===== src/rtl/ram_burst_reader.sv =====
// Burst read controller for a single-port RAM with 1- or 2-cycle read latency.
// It issues credit-limited reads and returns the words on a valid/ready stream with a last flag.
module ram_burst_reader #(
  parameter int ADDR_WIDTH  = 11,
  parameter int DATA_WIDITH = 32,
  parameter int PIPE        = 0,
  parameter int FIFO_DEPTH  = 4
) (
  input  logic                   clk,
  input  logic                   rst,
  input  logic                   start,
  input  logic [ADDR_WIDTH-1:0]  base_addr,
  input  logic [ADDR_WIDTH:0]    len,
  output logic                   busy,
  output logic                   done,
  output logic                   ram_en,
  output logic                   ram_we,
  output logic [ADDR_WIDTH-1:0]  ram_addr,
  output logic [DATA_WIDITH-1:0] ram_din,
  output logic                   ram_pipen,
  input  logic [DATA_WIDITH-1:0] ram_dout,
  output logic                   m_valid,
  input  logic                   m_ready,
  output logic [DATA_WIDITH-1:0] m_data,
  output logic                   m_last
);

  localparam int LAT   = PIPE + 1;
  localparam int PTR_W = (FIFO_DEPTH > 1) ? $clog2(FIFO_DEPTH) : 1;
  localparam int CNT_W = $clog2(FIFO_DEPTH + LAT + 1);

  if (FIFO_DEPTH < 2) begin : g_depth_check
    $error("ram_burst_reader: FIFO_DEPTH must be at least 2");
  end

  typedef enum logic [1:0] {IDLE, RUN, DRAIN, FIN} state_t;

  state_t                  state_reg;
  logic                    busy_reg;
  logic                    done_reg;
  logic [ADDR_WIDTH-1:0]   addr_reg;
  logic [ADDR_WIDTH:0]     len_reg;
  logic [ADDR_WIDTH:0]     issued_reg;

  logic                    tag_v_reg [LAT];
  logic                    tag_l_reg [LAT];

  logic [DATA_WIDITH-1:0]  fifo_data_mem [FIFO_DEPTH];
  logic                    fifo_last_mem [FIFO_DEPTH];
  logic [PTR_W-1:0]        wr_ptr_reg;
  logic [PTR_W-1:0]        rd_ptr_reg;
  logic [CNT_W-1:0]        count_reg;

  logic [CNT_W-1:0]        inflight;
  logic                    credit_ok;
  logic                    issue;
  logic                    issue_last;
  logic                    fifo_wr;
  logic                    fifo_rd;

  function automatic logic [PTR_W-1:0] ptr_inc(input logic [PTR_W-1:0] p);
    return (p == PTR_W'(FIFO_DEPTH - 1)) ? '0 : p + 1'b1;
  endfunction

  // Reads already issued but not yet in the FIFO still hold a FIFO slot.
  always_comb begin
    inflight = '0;
    for (int i = 0; i < LAT; i++) begin
      inflight = inflight + CNT_W'(tag_v_reg[i]);
    end
  end

  assign credit_ok  = (count_reg + inflight) < CNT_W'(FIFO_DEPTH);
  assign issue      = (state_reg == RUN) && credit_ok;
  assign issue_last = issue && (issued_reg == len_reg - 1'b1);
  assign fifo_wr    = tag_v_reg[LAT-1];
  assign fifo_rd    = m_valid && m_ready;

  assign busy      = busy_reg;
  assign done      = done_reg;
  assign ram_en    = issue;
  assign ram_we    = 1'b0;
  assign ram_addr  = addr_reg;
  assign ram_din   = '0;
  assign ram_pipen = (PIPE != 0);

  assign m_valid = (count_reg != '0);
  assign m_data  = fifo_data_mem[rd_ptr_reg];
  assign m_last  = fifo_last_mem[rd_ptr_reg] && m_valid;

  always_ff @(posedge clk) begin
    if (rst) begin
      state_reg  <= IDLE;
      busy_reg   <= 1'b0;
      done_reg   <= 1'b0;
      addr_reg   <= '0;
      len_reg    <= '0;
      issued_reg <= '0;
    end else begin
      done_reg <= 1'b0;
      case (state_reg)
        IDLE: begin
          if (start) begin
            busy_reg   <= 1'b1;
            addr_reg   <= base_addr;
            len_reg    <= len;
            issued_reg <= '0;
            if (len == '0) begin
              state_reg <= FIN;
              done_reg  <= 1'b1;
            end else begin
              state_reg <= RUN;
            end
          end
        end
        RUN: begin
          if (issue) begin
            addr_reg   <= addr_reg + 1'b1;
            issued_reg <= issued_reg + 1'b1;
            if (issue_last) begin
              state_reg <= DRAIN;
            end
          end
        end
        DRAIN: begin
          if (fifo_rd && m_last) begin
            state_reg <= FIN;
            done_reg  <= 1'b1;
          end
        end
        FIN: begin
          state_reg <= IDLE;
          busy_reg  <= 1'b0;
        end
        default: state_reg <= IDLE;
      endcase
    end
  end

  // Tag pipeline mirrors the RAM latency so only words we asked for are captured.
  always_ff @(posedge clk) begin
    if (rst) begin
      for (int i = 0; i < LAT; i++) begin
        tag_v_reg[i] <= 1'b0;
        tag_l_reg[i] <= 1'b0;
      end
    end else begin
      tag_v_reg[0] <= issue;
      tag_l_reg[0] <= issue_last;
      for (int i = 1; i < LAT; i++) begin
        tag_v_reg[i] <= tag_v_reg[i-1];
        tag_l_reg[i] <= tag_l_reg[i-1];
      end
    end
  end

  always_ff @(posedge clk) begin
    if (fifo_wr && !rst) begin
      fifo_data_mem[wr_ptr_reg] <= ram_dout;
      fifo_last_mem[wr_ptr_reg] <= tag_l_reg[LAT-1];
    end
  end

  always_ff @(posedge clk) begin
    if (rst) begin
      wr_ptr_reg <= '0;
      rd_ptr_reg <= '0;
      count_reg  <= '0;
    end else begin
      if (fifo_wr) begin
        wr_ptr_reg <= ptr_inc(wr_ptr_reg);
      end
      if (fifo_rd) begin
        rd_ptr_reg <= ptr_inc(rd_ptr_reg);
      end
      case ({fifo_wr, fifo_rd})
        2'b10:   count_reg <= count_reg + 1'b1;
        2'b01:   count_reg <= count_reg - 1'b1;
        default: count_reg <= count_reg;
      endcase
    end
  end

  // The credit rule must make an overflowing write impossible.
  a_no_overflow: assert property (@(posedge clk) disable iff (rst)
    !(fifo_wr && !fifo_rd && (count_reg == CNT_W'(FIFO_DEPTH))));

endmodule


===== config.mk =====
export PLATFORM = sky130hd
export DESIGN_NAME = ram_burst_reader
export DESIGN_NICKNAME = d
export VERILOG_FILES = /design/src/rtl/ram_burst_reader.sv
export SDC_FILE = /design/constraint.sdc
export NUM_CORES = 1
export LEC_CHECK = 0
export BUFFER_PORTS_ARGS = -buffer_cell sky130_fd_sc_hd__buf_2
export CELL_PAD_IN_SITES_DETAIL_PLACEMENT = 0
export CELL_PAD_IN_SITES_GLOBAL_PLACEMENT = 1
export CORE_ASPECT_RATIO = 0.7
export CORE_MARGIN = 4
export CORE_UTILIZATION = 41
export CTS_BUF_LIST = sky130_fd_sc_hd__clkbuf_16
export CTS_CLUSTER_SIZE = 24
export DETAILED_ROUTE_END_ITERATION = 6
export PLACE_DENSITY_LB_ADDON = 0.1
export SETUP_SLACK_MARGIN = 0.15
export SLEW_MARGIN = 10
export SYNTH_ARGS = -nofsm -noshare
export SYNTH_HDL_FRONTEND = slang
export SYNTH_SLANG_ARGS = --single-unit

===== constraint.sdc =====
create_clock -name clk -period 2.39 [get_ports clk]
set_clock_uncertainty 0.15 [all_clocks]
set_input_delay 0.3585 -clock clk [delete_from_list [all_inputs] [get_ports clk]]
set_output_delay 0.3585 -clock clk [all_outputs]
set_load 0.01 [all_outputs]

==> impl_metrics.csv, run 1 <==
group,metric,value,unit
yosys,ys_types,55,
sta,fmax,426,MHz
setup_path,startpoint_type,"flip-flop",
route,remaining_drc_errors,0,
power_and_ir_drop,peakVddDrop,0.000437,V
floorplan,rows,42,
placement,dpl-instance-area,8890,µm²
sta,setup_ws,0.0435,ns
floorplan,fp.dieW,174,µm
placement,portBuffers,106,
placement,place_ws,0.0220,ns
floorplan,io-pin-count,141,
sta,period_minus_slack,2.35,ns
setup_path,worstSetupPathType,"flip-flop to flip-flop",
grt,grt_antenna_before_repair,0,
route,viasPerCell,4.98,
route,wl,17.0,mm
yosys,ys_ff_latch,182,
setup_path,crit_fanout,4,
floorplan,fp.coreArea,19000,µm²
yosys,synth_edf_count,132,
setup_path,worstPathArrival,2.56,ns
finish,largest_register_ffs,128,
yosys,synth_area,7950,µm²
finish,final_common_cell,"edfxtp_1",
grt,grt_max_degree,44,
cts,clockBufferDepth,2,
flow_run,maxCapViolCount,0,
finish,nets,829,
finish,num_antenna_cells,0,
grt,grt_pass1_wl,27.6,mm
cts,cts.htree.levels,4,
placement,gp_congestion,0.824,
floorplan,die_h,125,µm
cts,clkSinkCount,182,
cts,root_buffer,"clkbuf_16",
yosys,async_reset_ff_share,0,%
placement,dp_hpwl,11.3,mm
sta,post-route-period-util,98.2,%
grt,grt_pass1_vias,5160,
setup_path,required,2.60,ns
sta,rsz0062_at_grt,"yes",
finish,fin_area,10300,µm²
outcome,status,"completed",
cts,cts_tree,"built",
sta,maxSlewViolCount,0,
sta,finalHoldViolCount,0,
setup_path,cp_slowest_cell,"or4_4",
finish,final_cell_mix,"132 x edfxtp_1, 73 x buf_2, 47 x nand2_1",
route,num_vias,5146,
sta,setup_violations,0,
yosys,synth_warnings,0,
setup_path,cp_cell_sequence,"or4_4, nor3_4, xnor2_2, a2111oi_4, nand4_1, nor4b_2, a211o_1",
route,drtIter0Drc,211,
cts,clk_pin_slew_worst_paths,0.07,ns
finish,drive_gt1_share,33.7,%
cts,numCtsBuffers,17,
cts,clock_latency,0.42,ns
power_and_ir_drop,power_density,902,nW/µm²
worst_hold_path,hp-class,"input pin to flip-flop",
yosys,syn_inst,586,
yosys,synth-seq-area-share,62.4,%
yosys,ys.flop_type,"edfxtp_1",
grt,overflow,0,
route,wl_per_cell,16.5,µm
power_and_ir_drop,p_leak,0.00375,µW
route,ant_nets,0,
grt,grt_usage,16.0,%
yosys,syn_area_per_cell,13.6,µm²
floorplan,dieArea,21700,µm²
finish,area_delta_synth_final,29.9,%
floorplan,initial_core_util,41.9,%
setup_path,slowest_delay,0.57,ns
route,firstDrtPassIters,4,
setup_path,cp-end-kind,"flip-flop",
setup_path,rrSetupSlack,0.04,ns
-- worst max-delay path, delay by kind of cell, from the launching register on --
kind	cells	cell delay (ns)
AND/OR/NAND/NOR	4	1.24
AO/OA/AOI/OAI	2	0.44
flip-flops	1	0.34
XOR/XNOR	1	0.12
-- routing by layer --
layer	up-vias	part of all wire [%]	track usage, %
met2	118	47	25.2
met5	-	0	0
met3	8	3.8	3.34
met4	0	0.75	4.09
li1	2480	-	-
met1	2540	48	22.7
-- where the power goes --
part           switching [µW]  internal [µW]  total (µW)
sequential                228           3620        3840
combinational            1330           1410        2730
clock                    1330           1410        2740
total                    2880           6440        9320
-- logic make-up (layout without fill, tap and decap cells) --
group | Yosys count | count (layout) | share of synthesized area, %
flops | 182 | 182 | 62.4
buf+inv | 79 | 229 | 5.43
other cells | 1 | 34 | 0.0472
fa+ha+maj | 14 | 14 | 2.30
simple gates | 158 | 158 | 9.93
compound gates | 89 | 89 | 6.97
xor+xnor | 27 | 27 | 3.16
mux | 36 | 36 | 9.72
-- stage by stage --
| step | power, µW | utilization [%] | TNS (ns) | std cells | hold WS, ns |
|---|---|---|---|---|---|
| after floorplan | 5330 | - | 0 | 619 | 0.288 |
| after global placement | 6020 | 46.9 | 0 | 955 | 0.317 |
| after detailed placement | 6060 | 46.9 | 0 | 955 | 0.324 |
| after CTS | 8990 | 52.3 | 0 | 1023 | 0.00727 |
| after global routing | 9850 | 54.5 | -0.0841 | 1033 | 0.0108 |
| final | 9320 | 54.5 | 0 | 1033 | 0.0291 |
-- Yosys cell counts, types with 11 or more instances --
| library cell | n | share of area, % |
|---|---|---|
| ha_1 | 13 | 2.0 |
| inv_1 | 17 | 0.80 |
| nor2_1 | 32 | 1.5 |
| a21oi_1 | 32 | 2.0 |
| clkbuf_1 | 20 | 0.94 |
| xnor2_1 | 15 | 1.7 |
| dfxtp_1 | 50 | 13 |
| xor2_1 | 11 | 1.2 |
| edfxtp_1 | 132 | 50 |
| o21ai_0 | 18 | 1.1 |
| nand3_1 | 12 | 0.76 |
| nand2_1 | 48 | 2.3 |
| mux4_2 | 33 | 9.3 |
| buf_4 | 34 | 3.2 |
| nor3_1 | 13 | 0.82 |
-- final cells by class --
cell class | count | area [µm²]
flip-flops and latches | 182 | 4990
inverters | 17 | 63.8
fillers | 1564 | 8640
clock inverters | 15 | 171
clock buffers | 17 | 425
well taps | 264 | 330
repair buffers | 180 | 1550
multi-input cells | 358 | 2810
-- what timing repair did --
item / in CTS / in global routing
pin swaps: 2 / 7
gates resized for setup: 19 / 64
endpoints found under the hold margin: 127 / 0
hold buffers: 32 / 0
cloned: 1 / 3
setup endpoints to repair: 37 / 56
setup buffers: 3 / 7
-- final timing paths --
kind | start | end | cells after the start
worst min-delay path | len[0] | len_reg[0] | 3
worst max register to register | len_reg[2] | state_reg[0] | 7
worst min register to register | len_reg[1] | len_reg[1] | 2
worst max-delay path | len_reg[2] | state_reg[0] | 7
No activity file was read; power rests on OpenSTA's default activity.
==> run 2, diff against run 1 <==
Settings changed: CORE_MARGIN 4 to 5.
==> run 2 against run 1 <==
Compared with the run above:
- the flow now finishes with violations (setup timing)
- worst hold slack got worse by 0.014 ns
- via count decreased by 0.80%
- register-to-register slack got worse by 0.06 ns
- sequential power about the same
- combinational power decreased by 4%
- routed wire length increased by 0.81%
- power decreased by 1.5%
- global-route usage decreased by 0.69 points
- non-clock buffer count decreased by 6
- critical endpoint unchanged
==> impl_metrics.csv, run 2 (same netlist as run 1, synthesis figures left out) <==
group,metric,value,unit
cts,clockBufferDepth,2,
finish,fin_area,10200,µm²
setup_path,required,2.60,ns
outcome,failed_checks,"setup timing",
setup_path,startpoint_type,"flip-flop",
floorplan,dieArea,22300,µm²
cts,clk_pin_slew_worst_paths,0.08,ns
route,remaining_drc_errors,0,
finish,area_delta_synth_final,28.5,%
placement,dpl-instance-area,8880,µm²
power_and_ir_drop,power_density,898,nW/µm²
outcome,status,"finished, violations left",
finish,nets,823,
cts,clkSinkCount,182,
finish,largest_register_ffs,128,
route,viasPerCell,4.97,
sta,fmax,416,MHz
setup_path,cp-end-kind,"flip-flop",
route,firstDrtPassIters,4,
route,num_vias,5105,
grt,grt_max_degree,36,
route,wl_per_cell,16.7,µm
sta,setup_ws,-0.0119,ns
grt,grt_usage,15.3,%
placement,gp_congestion,0.785,
floorplan,fp.coreArea,19000,µm²
route,ant_nets,0,
sta,finalHoldViolCount,0,
setup_path,crit_fanout,7,
sta,setup_violations,1,
sta,rsz0062_at_grt,"yes",
route,drtIter0Drc,243,
route,wl,17.2,mm
setup_path,worst-path-buf-inv,1,
finish,drive_gt1_share,32.8,%
floorplan,rows,42,
grt,grt_antenna_before_repair,0,
grt,grt_pass1_vias,5116,
power_and_ir_drop,p_leak,0.00370,µW
grt,grt_pass1_wl,26.8,mm
sta,period_minus_slack,2.40,ns
floorplan,initial_core_util,41.9,%
setup_path,rrSetupSlack,-0.01,ns
finish,final_cell_mix,"132 x edfxtp_1, 73 x buf_2, 47 x nand2_1",
floorplan,die_h,127,µm
sta,maxSlewViolCount,0,
setup_path,slowest_delay,0.55,ns
placement,dp_hpwl,11.1,mm
power_and_ir_drop,power.total,9180,µW
cts,root_buffer,"clkbuf_16",
setup_path,cp_cell_sequence,"or4_4, nor3_4, xnor2_2, a2111oi_4, nand4_1, buf_4, nor4b_4, a211o_1",
flow_run,maxCapViolCount,0,
cts,cts.htree.levels,4,
power_and_ir_drop,peakVddDrop,0.000554,V
cts,cts_tree,"built",
setup_path,worstPathArrival,2.62,ns
grt,overflow,0,
setup_path,cp_slowest_cell,"or4_4",
setup_path,worstSetupPathType,"flip-flop to flip-flop",
setup_path,critPathTopFamily,"simple AND/OR/NAND/NOR gates",
floorplan,fp.dieW,176,µm
finish,final_common_cell,"edfxtp_1",
sta,post-route-period-util,100,%
cts,clock_latency,0.42,ns
floorplan,io-pin-count,141,
worst_hold_path,hp-class,"input pin to flip-flop",
cts,numCtsBuffers,17,
placement,portBuffers,106,
finish,num_antenna_cells,0,
[run 2: cell types whose count changed in the layout (fill, tap and decap cells not counted), moves of 2 or more]
| cell | previous run | this run |
|---|---|---|
| clkinv_4 | 2 | 4 |
| dlygate4sd3_1 | 32 | 30 |
| inv_6 | 4 | 1 |
| o21ai_0 | 14 | 16 |
| inv_8 | 3 | 6 |
| clkbuf_16 | 20 | 18 |
| buf_4 | 30 | 27 |
| clkinv_8 | 4 | 2 |
[run 2: final timing paths]
check	start	endpoint	cells past startpoint
worst min register to register	tag_l_reg[0]	fifo_last_mem[3]	0
worst max register to register	len_reg[3]	state_reg[0]	8
worst max-delay path	len_reg[3]	state_reg[0]	8
worst min-delay path	ram_dout[21]	fifo_data_mem[2][21]	1
[run 2: worst register-to-register path, cell delays in order (launching register included)]
cell       delay, ns
dfxtp_4         0.37
or4_4           0.56
nor3_4          0.16
xnor2_2         0.10
a2111oi_4       0.31
nand4_1         0.13
buf_4           0.18
nor4b_4         0.26
a211o_1         0.13
[run 2: metrics by stage]
step / setup TNS [ns] / util (%) / hold WS [ns] / worst slack (ns) / cells
detailed placement: -0.000411 / 46.8 / 0.324 / -0.000411 / 952
global route: -0.150 / 53.9 / 0.0133 / -0.0874 / 1027
global placement: 0 / 46.8 / 0.304 / 0.0261 / 952
finish: -0.0119 / 53.9 / 0.0147 / -0.0119 / 1027
floorplan: 0 / - / 0.288 / 0.122 / 619
CTS: 0 / 52.3 / 0.00199 / 0.0368 / 1018
[run 2: metal layers]
metal  part of all wire [%]  up-vias  global-route usage, %  wire [µm]
li1                       -     2464                      -          -
met4                    1.1        0                   4.05        184
met1                     47     2501                   21.4       8130
met3                    4.9       19                   3.48        844
met2                     47      121                   24.3       8000
met5                      0        -                      0          0
[run 2: report_power, final]
group	total (µW)	internal, µW	switching [µW]	leakage (µW)
sequential	3830	3610	214	0.00161
combinational	2620	1330	1290	0.00180
clock	2730	1400	1340	0.000286
total	9180	6340	2840	0.00370
[run 2: repair_timing]
item | CTS | global route
hold buffers | 28 | 2
hold endpoints to repair | 112 | 5
cloned | 2 | 1
pin swaps | 4 | 3
endpoints found under the setup margin | 37 | 58
gates resized for setup | 22 | 46
buffers inserted | 4 | 6
[run 2: final cells by class]
| type | instances | area, µm² |
|---|---|---|
| inverter | 17 | 63.8 |
| multi-input combinational | 358 | 2790 |
| sequential | 182 | 4990 |
| clock buffer | 17 | 425 |
| tap | 264 | 330 |
| fill | 1603 | 8750 |
| timing repair buffer | 174 | 1470 |
| clock inverter | 15 | 155 |
